`src/rtl/spi_pkg.sv`:
```
// ---------------------------------------------------------------------------
// spi_pkg
// Shared types for the parametrised SPI master.
//   state_t    : transfer sequencing IDLE -> FRONT -> ACTIVE -> BACK -> IDLE
//   spi_mode_t : {cpol, cpha}, bit order matches the 2-bit mode port
// ---------------------------------------------------------------------------
package spi_pkg;

  typedef enum logic [1:0] {
    IDLE   = 2'd0,
    FRONT  = 2'd1,
    ACTIVE = 2'd2,
    BACK   = 2'd3
  } state_t;

  typedef struct packed {
    logic cpol;
    logic cpha;
  } spi_mode_t;

  localparam spi_mode_t MODE_RESET = '{cpol: 1'b0, cpha: 1'b0};

endpackage

```
`src/rtl/spi_sclk_gen.sv`:
```
// ---------------------------------------------------------------------------
// spi_sclk_gen
// Divider counter that paces one SCLK bit period (FULL = 2**DIV_W clk).
// Ports:
//   clk, rst    : system clock, asynchronous active-high reset
//   clr         : force the counter to 0 (priority over en)
//   en          : advance the counter, wrapping modulo FULL
//   div         : current count
//   lead_pt     : single-cycle strobe while div == HALF-1
//   trail_pt    : single-cycle strobe while div == FULL-1
//   sclk_phase  : div MSB, i.e. 1 in the second half of a bit period
// ---------------------------------------------------------------------------
module spi_sclk_gen #(
  parameter int DIV_W = 5
) (
  input  logic             clk,
  input  logic             rst,
  input  logic             clr,
  input  logic             en,
  output logic [DIV_W-1:0] div,
  output logic             lead_pt,
  output logic             trail_pt,
  output logic             sclk_phase
);

  localparam logic [DIV_W-1:0] HALF_M1 = {1'b0, {(DIV_W-1){1'b1}}};
  localparam logic [DIV_W-1:0] FULL_M1 = {DIV_W{1'b1}};

  logic [DIV_W-1:0] div_q, div_d;

  always_comb begin
    div_d = div_q;
    if (clr) begin
      div_d = '0;
    end else if (en) begin
      div_d = div_q + DIV_W'(1);
    end
  end

  always_ff @(posedge clk or posedge rst) begin
    if (rst) begin
      div_q <= '0;
    end else begin
      div_q <= div_d;
    end
  end

  assign div        = div_q;
  assign lead_pt    = (div_q == HALF_M1);
  assign trail_pt   = (div_q == FULL_M1);
  assign sclk_phase = div_q[DIV_W-1];

endmodule

```
`src/rtl/spi_mstr_param.sv`:
```
// ---------------------------------------------------------------------------
// spi_mstr_param
// Parametrised SPI master: DATA_W-bit words, SCLK period 2**DIV_W clk,
// CPOL/CPHA chosen per transfer, NUM_SS one-hot active-low slave selects.
// Ports:
//   clk, rst  : system clock, asynchronous active-high reset
//   wrt       : start request, accepted only while idle (busy == 0)
//   cmd       : word to transmit, captured on an accepted wrt
//   mode      : {CPOL, CPHA}, captured on an accepted wrt
//   ss_sel    : slave index, captured on an accepted wrt (>= NUM_SS selects none)
//   MISO      : serial data from the slave
//   rd_data   : received word, valid from done rise until the next accepted wrt
//   done      : set at transfer end, cleared by an accepted wrt
//   busy      : high from an accepted wrt until done rises
//   SS_n      : registered active-low slave selects
//   SCLK      : registered serial clock
//   MOSI      : serial data to the slave
// Build option:
//   SPI_MSTR_LSB_FIRST_EN : when defined, words go out and come in LSB first;
//                           otherwise MSB first.
// ---------------------------------------------------------------------------
module spi_mstr_param
  import spi_pkg::*;
#(
  parameter  int DATA_W = 16,
  parameter  int DIV_W  = 5,
  parameter  int NUM_SS = 1,
  localparam int SS_W   = (NUM_SS > 1) ? $clog2(NUM_SS) : 1
) (
  input  logic              clk,
  input  logic              rst,
  input  logic              wrt,
  input  logic [DATA_W-1:0] cmd,
  input  logic [1:0]        mode,
  input  logic [SS_W-1:0]   ss_sel,
  input  logic              MISO,
  output logic [DATA_W-1:0] rd_data,
  output logic              done,
  output logic              busy,
  output logic [NUM_SS-1:0] SS_n,
  output logic              SCLK,
  output logic              MOSI
);

  localparam int CNT_W = $clog2(DATA_W) + 1;

  state_t            state_q, state_d;
  logic [DATA_W-1:0] shreg_q, shreg_d;
  logic [DATA_W-1:0] rd_data_q, rd_data_d;
  spi_mode_t         mode_q, mode_d;
  logic [SS_W-1:0]   ss_sel_q, ss_sel_d;
  logic [CNT_W-1:0]  bitcnt_q, bitcnt_d;
  logic              miso_smpl_q, miso_smpl_d;
  logic              done_q, done_d;
  logic              busy_q, busy_d;
  logic              sclk_q, sclk_d;
  logic [NUM_SS-1:0] ss_n_q, ss_n_d;

  logic              div_clr;
  logic              div_en;
  logic [DIV_W-1:0]  div;
  logic              lead_pt;
  logic              trail_pt;
  logic              sclk_phase;

  // One shift step in the configured bit order; the new bit enters at the
  // end opposite to the one driving MOSI.
  function automatic logic [DATA_W-1:0] shift_in(input logic [DATA_W-1:0] r,
                                                 input logic              b);
`ifdef SPI_MSTR_LSB_FIRST_EN
    return {b, r[DATA_W-1:1]};
`else
    return {r[DATA_W-2:0], b};
`endif
  endfunction

  // The divider is held at 0 while idle and restarts when the half-period
  // front porch hands over to the first bit period.
  assign div_en = (state_q != IDLE);

  spi_sclk_gen #(
    .DIV_W (DIV_W)
  ) u_sclk_gen (
    .clk        (clk),
    .rst        (rst),
    .clr        (div_clr),
    .en         (div_en),
    .div        (div),
    .lead_pt    (lead_pt),
    .trail_pt   (trail_pt),
    .sclk_phase (sclk_phase)
  );

  // Sequencing, data path and status flags. With CPHA=0 a bit is sampled on
  // the leading edge and shifted on the trailing edge; with CPHA=1 it is the
  // other way round, so the shift of the last sampled bit spills into the
  // first BACK cycle.
  always_comb begin
    state_d     = state_q;
    shreg_d     = shreg_q;
    rd_data_d   = rd_data_q;
    mode_d      = mode_q;
    ss_sel_d    = ss_sel_q;
    bitcnt_d    = bitcnt_q;
    miso_smpl_d = miso_smpl_q;
    done_d      = done_q;
    busy_d      = busy_q;
    div_clr     = 1'b0;

    case (state_q)
      IDLE: begin
        div_clr = 1'b1;
        if (wrt) begin
          shreg_d  = cmd;
          mode_d   = spi_mode_t'(mode);
          ss_sel_d = ss_sel;
          bitcnt_d = '0;
          done_d   = 1'b0;
          busy_d   = 1'b1;
          state_d  = FRONT;
        end
      end

      FRONT: begin
        if (lead_pt) begin
          div_clr = 1'b1;
          state_d = ACTIVE;
        end
      end

      ACTIVE: begin
        if (lead_pt) begin
          if (!mode_q.cpha) begin
            miso_smpl_d = MISO;
          end else if (bitcnt_q != '0) begin
            shreg_d = shift_in(shreg_q, miso_smpl_q);
          end
        end
        if (trail_pt) begin
          if (mode_q.cpha) begin
            miso_smpl_d = MISO;
          end else begin
            shreg_d = shift_in(shreg_q, miso_smpl_q);
          end
          bitcnt_d = bitcnt_q + CNT_W'(1);
          if (bitcnt_q == CNT_W'(DATA_W - 1)) begin
            state_d = BACK;
          end
        end
      end

      BACK: begin
        if (mode_q.cpha && (div == '0)) begin
          shreg_d = shift_in(shreg_q, miso_smpl_q);
        end
        if (lead_pt) begin
          rd_data_d = shreg_q;
          done_d    = 1'b1;
          busy_d    = 1'b0;
          state_d   = IDLE;
        end
      end

      default: begin
        state_d = IDLE;
      end
    endcase
  end

  // SCLK and SS_n are registered, so they are computed from the values the
  // state and divider will hold next cycle. Inside ACTIVE the next phase is
  // the current one, set by the leading strobe and cleared by the wrap.
  always_comb begin
    sclk_d = mode_d.cpol;
    if ((state_q == ACTIVE) && (state_d == ACTIVE) &&
        (lead_pt || (sclk_phase && !trail_pt))) begin
      sclk_d = !mode_d.cpol;
    end

    ss_n_d = '1;
    if (state_d != IDLE) begin
      for (int i = 0; i < NUM_SS; i++) begin
        if (ss_sel_d == SS_W'(i)) begin
          ss_n_d[i] = 1'b0;
        end
      end
    end
  end

  // All state in one place; reset returns every output to idle at once.
  always_ff @(posedge clk or posedge rst) begin
    if (rst) begin
      state_q     <= IDLE;
      shreg_q     <= '0;
      rd_data_q   <= '0;
      mode_q      <= MODE_RESET;
      ss_sel_q    <= '0;
      bitcnt_q    <= '0;
      miso_smpl_q <= 1'b0;
      done_q      <= 1'b0;
      busy_q      <= 1'b0;
      sclk_q      <= 1'b0;
      ss_n_q      <= '1;
    end else begin
      state_q     <= state_d;
      shreg_q     <= shreg_d;
      rd_data_q   <= rd_data_d;
      mode_q      <= mode_d;
      ss_sel_q    <= ss_sel_d;
      bitcnt_q    <= bitcnt_d;
      miso_smpl_q <= miso_smpl_d;
      done_q      <= done_d;
      busy_q      <= busy_d;
      sclk_q      <= sclk_d;
      ss_n_q      <= ss_n_d;
    end
  end

  assign rd_data = rd_data_q;
  assign done    = done_q;
  assign busy    = busy_q;
  assign SS_n    = ss_n_q;
  assign SCLK    = sclk_q;
`ifdef SPI_MSTR_LSB_FIRST_EN
  assign MOSI    = shreg_q[0];
`else
  assign MOSI    = shreg_q[DATA_W-1];
`endif

endmodule

```
`config.mk`:
```
export PLATFORM = sky130hd
export DESIGN_NAME = spi_mstr_param
export DESIGN_NICKNAME = d
export VERILOG_FILES = /design/src/rtl/spi_pkg.sv /design/src/rtl/spi_sclk_gen.sv /design/src/rtl/spi_mstr_param.sv
export SDC_FILE = /design/constraint.sdc
export NUM_CORES = 1
export LEC_CHECK = 0
export CAP_MARGIN = 20
export CORE_ASPECT_RATIO = 1.2
export CORE_MARGIN = 1.5
export CORE_UTILIZATION = 56
export DETAILED_ROUTE_END_ITERATION = 10
export DONT_BUFFER_PORTS = 1
export GPL_ROUTABILITY_DRIVEN = 0
export PLACE_DENSITY = 0.71
export SETUP_SLACK_MARGIN = 0.02
export SLEW_MARGIN = 20
export SYNTH_ARGS = -nofsm -noshare
export SYNTH_HDL_FRONTEND = slang
export SYNTH_HIERARCHICAL = 1
export SYNTH_SLANG_ARGS = --single-unit
```
`constraint.sdc`:
```
create_clock -name clk -period 7.06 [get_ports clk]
set_clock_uncertainty 0.1 [all_clocks]
set_input_delay 0.706 -clock clk [delete_from_list [all_inputs] [get_ports clk]]
set_output_delay 0.706 -clock clk [all_outputs]
set_load 0.05 [all_outputs]
```
# == Word level (Yosys, flattened, before mapping) ==
# Index checks and enable logic that the tools add are counted.
# totals
elab_cells,85
ff_bits,52
out_inout_bits,21
inputBits,23
# classes
reduce_logical,21
eq_ne,11
n_addsub,2
muxes,38
# op_table
operator,count
two-way mux 16 bit,7
one-hot mux 16 bit (3 select lines),1
two-way mux 5 bit,4
two-way mux 1 bit,14
two-way mux 2 bit,7
adder 5 x 1 -> 5 bit (second input constant),2
== test 5 x 4 -> 1 bit (second input constant),2
one-hot mux 5 bit (2 select lines),1
nonzero test 2 bit,5
AND reduction 3 bit,3
!= test 2 bit (second input constant),4
one-hot mux 2 bit (4 select lines),1
== test 2 bit (second input constant),3
one-hot mux 1 bit (2 select lines),3
== test 5 bit (second input constant),1
zero test 5 bit,1
nonzero test 5 bit,1
logical AND 1 bit,4
AND reduction 2 bit,2
nonzero test 3 bit,1
== test 2 x 1 -> 1 bit (second input constant),1
zero test 1 bit,2
zero test 2 bit,1
logical OR 1 bit,1

# == Depth between registers and ports, before layout ==
# logic_depth
ltp_word,8
depth_mapped,9
ltp_nobuf,7

# == By module ==
# The synthesis kept the hierarchy.
# modules_own_cells
mod,n_inst,area_per_inst_um2,cells_per_inst,seq_area_each_um2
spi_mstr_param,1,2277.2,218,1177.4
spi_sclk_gen,1,294.0,26,125.1

# == Worst setup path after synthesis ==
# Ideal clock, no wire load.
# synth_path
path_kind,register to register
start,"register u_sclk_gen.div_q[0], in the netlist u_sclk_gen/div[0]"
end,"register rd_data_q[0], in the netlist rd_data[0]"
setup_time_ns,0.125
arrival_time_ns,2.093
n_path_buf,2
stages_incl_launch_ff,8
period_less_slack_ns,2.318
setup_slack_ns,4.742
required_time_ns,6.835
cell_sequence,dfrtp_1 -> ha_1 -> and3_1 -> ha_1 -> clkbuf_1 -> nand3_1 -> clkbuf_1 -> mux2_2
# synth_between
elab_chain_cells,2
# synth_rtl
element,line,source
from (decl),spi_sclk_gen.sv:29,"logic [DIV_W-1:0] div_q, div_d;"
from (signal assigned),spi_sclk_gen.sv:44,div_q <= div_d;
== test 5 x 4 -> 1 bit,spi_sclk_gen.sv:49,assign lead_pt = (div_q == HALF_M1);
net lead_pt,spi_mstr_param.sv:62,logic lead_pt;
AND reduction 2 bit (no line),--,
to (signal assigned),spi_mstr_param.sv:207,rd_data_q <= rd_data_d;
to (decl),spi_mstr_param.sv:49,"logic [DATA_W-1:0] rd_data_q, rd_data_d;"
# The timed path passes the listed nets, and every way through them passes these cells.
# A chain may end at the register's enable or synchronous reset.

# == Worst setup path after layout ==
# layout_path
start,"register u_sclk_gen.div_q[1], in the netlist u_sclk_gen/div[1]"
end,"register rd_data_q[7], in the netlist rd_data[7]"
# Same word-level chain as after synthesis.

==> qor.txt <==
max_cap viols -> 0
first-pass GRT wire length -> 7910 microns
worst setup path class -> register to register
residual DRC count -> 0
maximum buffer depth of the clock tree -> 2
pin count of the biggest net entering global routing -> 48
gate count of the mapped netlist -> 244
GRT Total Usage -> 20.4%
maximum frequency from static timing analysis -> 388 MHz
via count of the first global-routing pass -> 1637
Arrival @ worst endpoint -> 2.67 ns
Leakage -> 1.22 nW
CTS Sinks -> 52
synthesized cell area -> 2570 sq um
worst hold path type -> primary input to async pin
fin crit period -> 2.58 ns
total negative slack -> 0 ns
flip-flop cell with the highest count after synthesis -> dfrtp_1
post-synthesis cell type count -> 39
average detailed-routed wire length per instance -> 15.9 microns
final count of pins violating max slew -> 0
endpoints failing hold -> 0
CP required -> 7.16 ns
TritonRoute pass-1 iters -> 4
floorplan die height -> 77.2 microns
Worst Setup Start Kind -> register
level count of the clock H-tree -> 2
post-route core utilization -> 61.7%
transition at the pin with the smallest max-transition slack -> 0.959 ns
synthesized area divided by synthesized cell count -> 10.5 sq um
number of antenna repair diodes -> 0
Reg2Reg Launch Point -> u_sclk_gen/div[1]
1st-iter DRT viols -> 105
Routed Antenna Nets -> 0
worst reg2reg endpoint -> rd_data[7]
clock-pin slew on the worst setup and hold paths -> 0.09 ns
number of nets in the finished design -> 266
CTS tree -> done
Post-synth EDFFs -> 0
cell taking the most area after synthesis -> dfrtp_1
Power per Cell Area -> 465 nW/um^2
CTS root buf -> clkbuf_8
Port Buf Inserts -> 0
Crit Path Max Fanout -> 18
boundary pin count -> 44
proportion of synthesized flip-flops having asynchronous set or reset -> 100%
flip-flop and latch count after synthesis -> 52
layout cells sized above 1 -> 16.0%
CTS hold repair buffers -> 0
Area growth, synth to finish -> 3.84%
fin crit share -> 36.5%
unrepaired setup endpoints after global routing -> false
Congestion Overflow GR -> 0
worst max-slew margin expressed relative to the limit -> 36.1%
cell row count -> 26
area enclosed by the die boundary -> 5010 sq um
buffer count from post-CTS setup fixing -> 0
worst supply voltage drop on vdd -> 0.000287 V
number of warnings issued by yosys -> 6
depth of the worst register-to-register path -> 5
core region area -> 4330 sq um
Seq/Total Area, Yosys -> 50.7%
endpoint class of the critical path -> register
initial core utilization -> 59.4%
initial antenna violation count -> 0
DPL Wire Length -> 3040 microns
biggest area contributors in the synthesized netlist -> dfrtp_1 50%, mux2_2 8.8%, o2bb2ai_1 5.8%
post-DR vias/cell -> 5.91
setup slack, reg-to-reg -> 4.48 ns
number of endpoints failing setup at the final stage -> 0
sum of routed wire length over all layers -> 4670 microns
clock latency on the worst-skew pair -> 0.31 ns
Pwr Total -> 1.24 mW
number of gates resized after cts -> 0
clock buffer count from CTS -> 5
DIE WIDTH -> 64.9 microns
outcome -> finished clean
number of nets produced by synthesis -> 273
detailed-route via count -> 1737
proportion of netlist area held by the largest area contributor -> 49.6%
[layer usage]
layer  wire, microns  track usage [%]  vias up
met4              21             6.38        0
met1            2160             26.7      852
met2            2230             31.9       46
met5               0                0        -
li1                -                -      837
met3             252             6.89        2
[worst max-delay path: stages, from the launching register on]
cell     delay (ns)
dfrtp_1        0.43
ha_1           0.22
and3_1         0.19
ha_1           0.29
nand3_1        0.69
mux2_2         0.55
[state kept, by name, summed over array words and instances (netlist names)]
register,cells
rd_data,16
shreg_q,16
bitcnt_q,5
u_sclk_gen/div,5
mode_q,2
state_q,2
SCLK,1
SS_n,1
busy,1
done,1
miso_smpl_q,1
ss_sel_q,1
[worst max-delay path by stage]
stage | start | to
3_3_place_gp | state_q[1] | rd_data[8]
5_1_grt | u_sclk_gen/div[1] | rd_data[11]
2_1_floorplan | u_sclk_gen/div[0] | rd_data[0]
3_5_place_dp | state_q[1] | rd_data[7]
6_report | u_sclk_gen/div[1] | rd_data[7]
4_1_cts | state_q[1] | rd_data[7]
[cell usage after synthesis (3+ instances only)]
library cell	n
ha_1	6
o21ai_0	19
clkbuf_1	8
nor2_1	9
a21oi_1	22
o2bb2ai_1	17
nand2_1	10
inv_1	24
dfrtp_1	51
nand3_1	20
xor2_1	3
mux2_2	20
[logic make-up after synthesis]
group                      after synthesis  share of synthesized area [%]
xor gates and xnor gates                 5                           1.70
AOI/OAI and AO/OA                       66                           17.3
DFF                                     52                           50.7
buffers and inverters                   39                           6.52
and+or+nand+nor                         53                           10.8
muxes                                   23                           10.1
adders and majority gates                6                           2.92
[metrics by stage]
stage	hold slack (ns)	instances	setup slack [ns]	instance area, sq um
floorplan	0.368	244	4.74	2570
global placement	0.383	286	4.35	2570
detailed placement	0.383	286	4.23	2570
CTS	0.0773	294	4.24	2670
global route	0.0845	294	4.27	2670
finish	0.0769	294	4.48	2670
[power breakdown]
group / internal, mW / switching [mW] / total (mW)
sequential: 0.427 / 0.318 / 0.744
combinational: 0.179 / 0.139 / 0.318
clock: 0.0795 / 0.0985 / 0.178
[cells in the final DEF, fill, tap and decap left out, drive strengths merged, types with 2 or more instances in the layout]
| cell | count |
|---|---|
| dfrtp | 51 |
| inv | 24 |
| a21oi | 22 |
| mux2 | 21 |
| nand3 | 20 |
| o21ai | 19 |
| o2bb2ai | 17 |
| nand2 | 10 |
| nor2 | 9 |
| ha | 6 |
| clkbuf | 6 |
| xor2 | 3 |
| nand2b | 2 |
| nor2b | 2 |
| and3 | 2 |
| xnor2 | 2 |
| mux2i | 2 |
| clkinvlp | 2 |
| o21bai | 2 |
[layout make-up]
class / instances / area, sq um
Clock buffer: 6 / 82.6
Clock inverter: 2 / 15.0
Fill cell: 368 / 1660
Inverter: 24 / 90.1
Multi-Input combinational cell: 153 / 1100
Sequential cell: 52 / 1300
Tap cell: 56 / 70.1
Timing Repair Buffer: 1 / 7.51
Power figures use the tool's default switching activity.
